$ cat src/rtl/mem_arb_pkg.sv
// Shared types and block geometry for the I/D memory arbiter.
// Word-index and counter widths derive from BLOCK_WORDS.
package mem_arb_pkg;

  localparam int BLOCK_WORDS = 8;
  localparam int WORD_IDX_W  = $clog2(BLOCK_WORDS);
  // One bit wider than the index so "all words issued" is representable.
  localparam int CNT_W       = WORD_IDX_W + 1;
  // Lowest block-address bit: word index bits plus the byte bit.
  localparam int BLOCK_OFF   = WORD_IDX_W + 1;
  localparam int DATA_W      = 16;

  typedef enum logic [1:0] {
    IDLE,
    FILL,
    WRITE
  } state_t;

  typedef enum logic {
    OWN_I = 1'b0,
    OWN_D = 1'b1
  } owner_t;

endpackage

$ cat src/rtl/mem_arbiter_arb_rr2.sv
// Combinational two-way round-robin picker; the last-grant state lives in the parent.
// On a tie the requester that was not granted last wins.
module arb_rr2
  import mem_arb_pkg::*;
(
  input  logic   i_req,
  input  logic   d_req,
  input  owner_t last_grant,
  output logic   grant,
  output owner_t pick
);

  always_comb begin
    grant = i_req | d_req;
    pick  = OWN_I;
    if (i_req && d_req) begin
      if (last_grant == OWN_I) begin
        pick = OWN_D;
      end else begin
        pick = OWN_I;
      end
    end else if (d_req) begin
      pick = OWN_D;
    end
  end

endmodule

$ cat src/rtl/mem_arbiter.sv
// Shares one pipelined memory between the I- and D-cache miss handlers:
// 8-word block fills for either side, single-word write-through for D.
module mem_arbiter
  import mem_arb_pkg::*;
#(
  parameter int ADDR_WIDTH  = 16,
  parameter int MEM_LATENCY = 4
) (
  input  logic                  clk,
  input  logic                  rst_n,
  input  logic                  i_req,
  input  logic [ADDR_WIDTH-1:0] i_addr,
  output logic                  i_valid,
  output logic [DATA_W-1:0]     i_data,
  output logic [WORD_IDX_W-1:0] i_word,
  output logic                  i_done,
  input  logic                  d_req,
  input  logic                  d_wr,
  input  logic [ADDR_WIDTH-1:0] d_addr,
  input  logic [DATA_W-1:0]     d_wdata,
  output logic                  d_valid,
  output logic [DATA_W-1:0]     d_data,
  output logic [WORD_IDX_W-1:0] d_word,
  output logic                  d_done,
  output logic                  mem_en,
  output logic                  mem_wr,
  output logic [ADDR_WIDTH-1:0] mem_addr,
  output logic [DATA_W-1:0]     mem_wdata,
  input  logic [DATA_W-1:0]     mem_rdata,
  input  logic                  mem_valid,
  output logic                  busy
);

  state_t                  state_reg, state_next;
  owner_t                  owner_reg, owner_next;
  owner_t                  last_grant_reg, last_grant_next;
  logic [CNT_W-1:0]        issue_reg, issue_next;
  logic [CNT_W-1:0]        recv_reg, recv_next;
  // Word address: block base for fills, full word address for writes.
  logic [ADDR_WIDTH-1:1]   base_reg, base_next;
  logic [DATA_W-1:0]       wdata_reg, wdata_next;

  logic   grant;
  owner_t pick;

  // Read latency is absorbed by the recv counter, so it never enters the logic.
  logic unused_bits;
  assign unused_bits = ^{i_addr[BLOCK_OFF-1:0], d_addr[0], MEM_LATENCY};

  arb_rr2 u_arb (
    .i_req      (i_req),
    .d_req      (d_req),
    .last_grant (last_grant_reg),
    .grant      (grant),
    .pick       (pick)
  );

  always_ff @(posedge clk or negedge rst_n) begin
    if (!rst_n) begin
      state_reg      <= IDLE;
      owner_reg      <= OWN_I;
      last_grant_reg <= OWN_I;
      issue_reg      <= '0;
      recv_reg       <= '0;
      base_reg       <= '0;
      wdata_reg      <= '0;
    end else begin
      state_reg      <= state_next;
      owner_reg      <= owner_next;
      last_grant_reg <= last_grant_next;
      issue_reg      <= issue_next;
      recv_reg       <= recv_next;
      base_reg       <= base_next;
      wdata_reg      <= wdata_next;
    end
  end

  always_comb begin
    state_next      = state_reg;
    owner_next      = owner_reg;
    last_grant_next = last_grant_reg;
    issue_next      = issue_reg;
    recv_next       = recv_reg;
    base_next       = base_reg;
    wdata_next      = wdata_reg;
    unique case (state_reg)
      IDLE: begin
        if (grant) begin
          owner_next      = pick;
          last_grant_next = pick;
          issue_next      = '0;
          recv_next       = '0;
          state_next      = FILL;
          if (pick == OWN_D) begin
            if (d_wr) begin
              state_next = WRITE;
              base_next  = d_addr[ADDR_WIDTH-1:1];
              wdata_next = d_wdata;
            end else begin
              base_next = {d_addr[ADDR_WIDTH-1:BLOCK_OFF], {(BLOCK_OFF-1){1'b0}}};
            end
          end else begin
            base_next = {i_addr[ADDR_WIDTH-1:BLOCK_OFF], {(BLOCK_OFF-1){1'b0}}};
          end
        end
      end
      FILL: begin
        if (issue_reg < CNT_W'(BLOCK_WORDS)) begin
          issue_next = issue_reg + CNT_W'(1);
        end
        if (mem_valid) begin
          recv_next = recv_reg + CNT_W'(1);
          if (recv_reg == CNT_W'(BLOCK_WORDS - 1)) begin
            state_next = IDLE;
          end
        end
      end
      WRITE: state_next = IDLE;
      default: state_next = IDLE;
    endcase
  end

  logic in_fill, in_write, issuing, fill_ret, fill_last;
  assign in_fill   = (state_reg == FILL);
  assign in_write  = (state_reg == WRITE);
  assign issuing   = in_fill && (issue_reg < CNT_W'(BLOCK_WORDS));
  assign fill_ret  = in_fill && mem_valid;
  assign fill_last = fill_ret && (recv_reg == CNT_W'(BLOCK_WORDS - 1));

  assign busy      = (state_reg != IDLE);
  assign mem_en    = issuing || in_write;
  assign mem_wr    = in_write;
  assign mem_wdata = in_write ? wdata_reg : '0;

  always_comb begin
    mem_addr = '0;
    if (issuing) begin
      mem_addr = {base_reg[ADDR_WIDTH-1:BLOCK_OFF], issue_reg[WORD_IDX_W-1:0], 1'b0};
    end else if (in_write) begin
      mem_addr = {base_reg, 1'b0};
    end
  end

  // Per-side return steering; the non-owner side stays all-zero.
  logic [1:0]            side_valid, side_done;
  logic [DATA_W-1:0]     side_data [2];
  logic [WORD_IDX_W-1:0] side_word [2];

  genvar gi;
  generate
    for (gi = 0; gi < 2; gi++) begin : g_side
      localparam owner_t SIDE = (gi == 0) ? OWN_I : OWN_D;
      logic owns;
      assign owns           = (owner_reg == SIDE);
      assign side_valid[gi] = owns && fill_ret;
      assign side_data[gi]  = side_valid[gi] ? mem_rdata : '0;
      assign side_word[gi]  = side_valid[gi] ? recv_reg[WORD_IDX_W-1:0] : '0;
      assign side_done[gi]  = owns && (fill_last || in_write);
    end
  endgenerate

  assign i_valid = side_valid[0];
  assign i_data  = side_data[0];
  assign i_word  = side_word[0];
  assign i_done  = side_done[0];
  assign d_valid = side_valid[1];
  assign d_data  = side_data[1];
  assign d_word  = side_word[1];
  assign d_done  = side_done[1];

endmodule

$ cat config.mk
export PLATFORM = sky130hd
export DESIGN_NAME = mem_arbiter
export DESIGN_NICKNAME = d
export VERILOG_FILES = /design/src/rtl/mem_arb_pkg.sv /design/src/rtl/mem_arbiter_arb_rr2.sv /design/src/rtl/mem_arbiter.sv
export SDC_FILE = /design/constraint.sdc
export NUM_CORES = 1
export LEC_CHECK = 0
export ABC_AREA = 1
export BUFFER_PORTS_ARGS = -buffer_cell sky130_fd_sc_hd__clkbuf_2
export CORE_ASPECT_RATIO = 0.9
export CORE_MARGIN = 2
export CORE_UTILIZATION = 45
export CTS_BUF_LIST = sky130_fd_sc_hd__clkbuf_4 sky130_fd_sc_hd__clkbuf_8
export DETAILED_ROUTE_END_ITERATION = 10
export PLACE_DENSITY_LB_ADDON = 0.2
export SYNTH_ARGS = -nofsm -noshare
export SYNTH_HDL_FRONTEND = slang
export SYNTH_HIERARCHICAL = 1
export SYNTH_SLANG_ARGS = --single-unit
$ cat constraint.sdc
create_clock -name clk -period 1.8 [get_ports clk]
set_input_delay 0.36 -clock clk [delete_from_list [all_inputs] [get_ports clk]]
set_output_delay 0.36 -clock clk [all_outputs]
set_load 0.02 [all_outputs]
## After elaboration in Yosys (flattened, before gate mapping)

Cells that the tools add are included.

| word-level totals | value |
|---|---|
| output and inout bits | 77 |
| word-level logic and storage cells | 59 |
| bits of input ports | 70 |
| register bits after elaboration | 42 |

| cells by class | value |
|---|---|
| mux-type cells | 23 |
| reduce and logical (&&, ||, !) cells | 18 |
| add/sub/neg operators | 2 |
| equal/unequal tests | 7 |
| $lt $le $gt $ge | 1 |
| bitwise gates (word level) | 2 |

Operator list:

| cell | number |
|---|---|
| $mux 16 | 5 |
| $pmux 4 s2 | 2 |
| $mux 15 | 1 |
| $mux 4 | 3 |
| $mux 2 | 5 |
| $mux 3 | 3 |
| $reduce_and 3->1 | 3 |
| $add 4x1->4 const B | 2 |
| $logic_and 1x1->1 | 8 |
| $eq 4x3->1 const B | 1 |
| $lt 4x4->1 const B | 1 |
| $ne 2x1->1 const B | 2 |
| $ne 2x2->1 const B | 2 |
| $pmux 2 s2 | 1 |
| $reduce_and 4->1 | 1 |
| $reduce_bool 2->1 | 2 |
| $mux 1 | 3 |
| $eq 2x1->1 const B | 1 |
| $eq 2x2->1 const B | 1 |
| $logic_not 2->1 | 1 |
| $logic_or 1x1->1 | 2 |
| $reduce_and 2->1 | 1 |
| $not 1->1 | 1 |
| $or 1x1->1 | 1 |

## Logic depth before layout (Yosys ltp)

| depth | value |
|---|---|
| depth after elaboration | 5 |
| gate-level depth with buffers | 10 |
| depth with buffers taken out | 8 |

## Cells and area by module

The synthesis kept the hierarchy.

Modules (own cells, without submodules):

| module | instances | seq. area each (um2) | cells each | area an instance (um2) |
|---|---|---|---|---|
| mem_arbiter | 1 | 1051.0 | 360 | 2434.8 |
| arb_rr2 | 1 | 0.0 | 3 | 15.0 |

## Least setup slack after synthesis

No wires, ideal clock.

| path | value |
|---|---|
| path type | flip-flop to output port |
| from | register state_reg[0] |
| to | output mem_addr[10] |
| required time | 1440 ps |
| stages on the path, launching flop included | 7 |
| path buffers | 1 |
| arrival | 1302 ps |
| setup slack | 138 ps |
| path through | dfrtp_1 > nor2_4 > inv_2 > nand2_2 > inv_2 > buf_6 > nor2_2 |

| between the ends | value |
|---|---|
| word-level cells in the longest chain between the ends | 3 |
| elaborated cells between the ends (all ways) | 5 |
| those cells by class | eq/ne: 2; mux: 2; reduce/logical: 1 |

RTL lines:

| item | line | text |
|---|---|---|
| start, declared | mem_arbiter.sv:34 | `state_t state_reg, state_next;` |
| start signal, assigned | mem_arbiter.sv:68 | `state_reg <= state_next;` |
| $eq 2x2->1 | mem_arbiter.sv:125 | `assign in_write = (state_reg == WRITE);` |
| net mem_wr | mem_arbiter.sv:26 | `output logic mem_wr,` |
| $mux 16 | mem_arbiter.sv:139 | `end else if (in_write) begin` |
| $mux 16 | mem_arbiter.sv:137 | `if (issuing) begin` |
| end, declared | mem_arbiter.sv:27 | `output logic [ADDR_WIDTH-1:0] mem_addr,` |

The timed path passes the listed nets, and every way through them passes these cells.

## Worst setup path in the final report

| path | value |
|---|---|
| from | register state_reg[1] |
| to | output i_data[5] |

| between the ends | value |
|---|---|
| word-level cells in the longest chain between the ends | 4 |

RTL lines:

| item | line | text |
|---|---|---|
| $eq 2x1->1 | mem_arbiter.sv:124 | `assign in_fill = (state_reg == FILL);` |
| $logic_and 1x1->1 | mem_arbiter.sv:127 | `assign fill_ret = in_fill && mem_valid;` |
| $logic_and 1x1->1 | mem_arbiter.sv:155 | `assign side_valid[gi] = owns && fill_ret;` |
| $mux 16 | mem_arbiter.sv:156 | `assign side_data[gi] = side_valid[gi] ? mem_rdata : '0;` |
| end, declared | mem_arbiter.sv:14 | `output logic [DATA_W-1:0] i_data,` |

No other way between the ends.

==> run metrics <==
status=complete, but fails checks; violations in the final reports=negative setup slack; dominant combinational cell family by area after synthesis=simple AND/OR/NAND/NOR gates; last weighted congestion value of the routability-driven placer=0.823; VDD IR-drop max=0.000690 V; total global routing overflow=0; area after detailed placement=3200 µm²; Avg Cell Area, Syn=6.75 µm²; max reg flops=16; R2R cell count=9; crit path capture type=primary output; area added between synthesis and finish=64.4%; CP top delay family=buffers and inverters; minimum setup slack in the final design=-0.0954 ns; area of the core=5260 µm²; reg-to-reg setup timing slack=0.14 ns; nature of the critical path startpoint=register; share of the synthesized area in compound gates (AO/OA/AOI/OAI)=7.81%; final antenna-violating net count=0; maximum fanout encountered on the critical timing path=20; WP buf/inv=4; logic gate share of total power=58.9%; net switching power=2.56 mW; clk buf depth=2; clock buffer count from CTS=5; power share of the sequential group=28.6%; Post-Syn Nets=435; number of library cell types mapped by synthesis=24; Worst-path clk slew=0.08 ns; detailed-route via count=2730; largest net degree at the start of global routing=29; area of all placed cells without fillers=4030 µm²; summed instance area of the synthesized netlist=2450 µm²; accumulated negative setup slack=-0.998 ns; RSZ-0062 raised after global routing=yes; clock group share of total power=12.5%; Worst Hold Slack=0.0236 ns; cell internal pwr=3.10 mW; post-synthesis simple-gate area fraction=32.5%; period utilisation layout=105%; multiplexer share of the synthesized area=0%; Max Cap Viol=0; Crit-path slowest cell=sky130_fd_sc_hd__dfrtp_1; number of endpoints failing setup at the final stage=38; number of global-route vias before repair=2172; Synth Register Bits=42; Total Wirelength=7.45 mm; number of failing hold endpoints at the final stage=0; Post-Syn Instances=363; wire length of the first global-routing pass=9.42 mm; biggest area contributors in the synthesized netlist=sky130_fd_sc_hd__dfrtp_1 (43%), sky130_fd_sc_hd__nand2_1 (16%), sky130_fd_sc_hd__inv_1 (10%), sky130_fd_sc_hd__nor2_1 (10%), sky130_fd_sc_hd__o21ai_0 (6.9%); post-detailed-route DRC marker count=0; clock latency on the worst-skew pair=0.29 ns; Slowest Stage Delay on Critical Path=0.41 ns; kind of critical path=register to primary output; num ports=147; number of detailed-routing iterations run before antenna repair=4; diode insertion count for antenna repair=0; slew at the pin with the worst max-slew slack=0.522 ns; antenna violations before repair=0; count of final max-slew check failures=0; CTS tree=built; layout net count=587; full die area=6050 µm²; Adder-Cell Fraction of Synth Area=1.02%; sequential fraction of the synthesis area=42.9%; chip height=74 µm; via-per-instance ratio=4.68; fraction of layout instances using a drive strength above 1=45.0%; total routing resource utilization after global routing=20.4%; Warnings, synthesis=6; post-route clock skew=0.00747 ns; parity-gate share of the synthesized area counting xor and xnor cells=0%; Switching Share=45.2%; proportion of netlist area held by the largest area contributor=42.9%; CP Data Arrival Time=1.54 ns; Port Buffer Count=140; number of violations reported at the end of detailed-routing iteration 0=85; critical path required time=1.44 ns; leakage power=2.25 nW; Hold Crit Class=input pin to asynchronous set/reset pin; initial standard-cell utilization of the core=46.6%; floorplan row count=25; overall power of the completed layout=5.65 mW; H-Tree Depth=2; Power per Cell Area=1400 nW/µm²; origin of the critical flop-to-flop path=state_reg[1]; buffer type at the clock tree root=sky130_fd_sc_hd__clkbuf_8; post-detailed-placement half-perimeter wirelength=4.74 mm; time the final worst path needs with I/O delays and setup=1.90 ns; worst r2r dst=wdata_reg[6]; mean routed wirelength per cell=12.8 µm; relative slew slack=65.2%; die width=81.8 µm; timing-limited maximum frequency=528 MHz; cell breakdown of the critical path=inv_2 > nand3_4 > inv_4 > nand2_1 > buf_6 > nor2_1 > buf_4; post-synthesis cell type with the largest combined area=sky130_fd_sc_hd__dfrtp_1; Clock Sinks=42
## layer usage
| layer | track usage (%) | share of wire [%] | up-vias |
|---|---|---|---|
| li1 | - | - | 1359 |
| met1 | 23.6 | 38 | 1247 |
| met2 | 37.1 | 51 | 111 |
| met3 | 5.10 | 8.9 | 13 |
| met4 | 6.30 | 1.5 | 0 |
| met5 | 0 | 0 | - |
## worst max-delay path by stage
stage	start	to	slack, ns	cells after the start
2_1_floorplan	state_reg[0]	mem_addr[10]	0.14	6
3_3_place_gp	state_reg[1]	i_data[5]	0.11	7
3_5_place_dp	state_reg[1]	i_data[5]	0.10	7
4_1_cts	state_reg[1]	mem_wdata[13]	-0.02	7
5_1_grt	state_reg[1]	i_data[8]	-0.13	7
6_report	state_reg[1]	i_data[5]	-0.1	7
## cell usage in the layout, fill, tap and decap left out, types with 2 or more instances in the layout
cell	n
sky130_fd_sc_hd__nand2_1	101
sky130_fd_sc_hd__inv_1	68
sky130_fd_sc_hd__clkbuf_2	67
sky130_fd_sc_hd__buf_4	51
sky130_fd_sc_hd__dfrtp_1	41
sky130_fd_sc_hd__o21ai_0	34
sky130_fd_sc_hd__buf_6	30
sky130_fd_sc_hd__nor2_1	28
sky130_fd_sc_hd__nor2_2	26
sky130_fd_sc_hd__nor2_4	23
sky130_fd_sc_hd__clkbuf_8	9
sky130_fd_sc_hd__inv_4	4
sky130_fd_sc_hd__nand3_1	4
sky130_fd_sc_hd__buf_2	4
sky130_fd_sc_hd__a21oi_1	3
sky130_fd_sc_hd__buf_12	3
sky130_fd_sc_hd__nand3_4	2
sky130_fd_sc_hd__nand2_4	2
sky130_fd_sc_hd__nand2_8	2
sky130_fd_sc_hd__inv_8	2
sky130_fd_sc_hd__buf_8	2
## cells by family (layout without fill, tap and decap cells)
family	after synthesis	after routing
AND/OR/NAND/NOR	190	190
AO/OA/AOI/OAI	38	38
flip-flops	42	42
adder cells (fa/ha/maj)	2	2
buffers and inverters	90	243
other	1	1
## power groups by stage
stage / Clock, mW / Combinational (mW) / Sequential [mW]
global route: 0.755 / 3.62 / 1.66
finish: 0.708 / 3.33 / 1.61
floorplan: 0 / 1.70 / 1.54
global placement: 0 / 2.29 / 1.59
detailed placement: 0 / 2.33 / 1.61
CTS: 0.730 / 2.75 / 1.60
## cell type report
cell class	instances	area, µm²
multi-input cells	231	1260
fillers	376	1230
repair buffers	159	1200
flip-flops and latches	42	1050
inverters	75	304
clock buffers	8	110
well taps	67	83.8
repair inverters	1	11.3
## synth_stat cells
cell and count:
sky130_fd_sc_hd__nand3_1 5, sky130_fd_sc_hd__or2_1 1, sky130_fd_sc_hd__nand3b_1 1, sky130_fd_sc_hd__nor2_2 11, sky130_fd_sc_hd__inv_1 68, sky130_fd_sc_hd__nor2_1 65, sky130_fd_sc_hd__buf_2 7, sky130_fd_sc_hd__nor2_4 1
sky130_fd_sc_hd__inv_2 5, sky130_fd_sc_hd__buf_6 3, sky130_fd_sc_hd__nand2_8 1, sky130_fd_sc_hd__nand3_4 1, sky130_fd_sc_hd__clkbuf_1 2, sky130_fd_sc_hd__clkbuf_2 1, sky130_fd_sc_hd__conb_1 1, sky130_fd_sc_hd__inv_4 2
sky130_fd_sc_hd__nand2_1 102, sky130_fd_sc_hd__nand2_2 2, sky130_fd_sc_hd__ha_1 2, sky130_fd_sc_hd__o22ai_1 1, sky130_fd_sc_hd__o21ai_0 34, sky130_fd_sc_hd__a21oi_1 3, sky130_fd_sc_hd__dfrtp_1 42, sky130_fd_sc_hd__buf_4 2
## metrics by stage
step                      utilization, %  worst slack, ns  instances
after floorplan                        -            0.138        363
after global placement              61.0            0.110        562
after detailed placement            61.0            0.105        562
after CTS                           69.6          -0.0219        580
after global routing                76.6           -0.126        583
final                               76.6          -0.0954        583
## repair_timing
action                     4_1_cts  5_1_grt
setup endpoints to repair       56       92
pin swaps                        3        2
resized for setup               90      166
setup buffers                    9        1
hold buffers                     0        0
gates cloned                     1        2
Note: power is estimated with default switching activity, not from simulation.
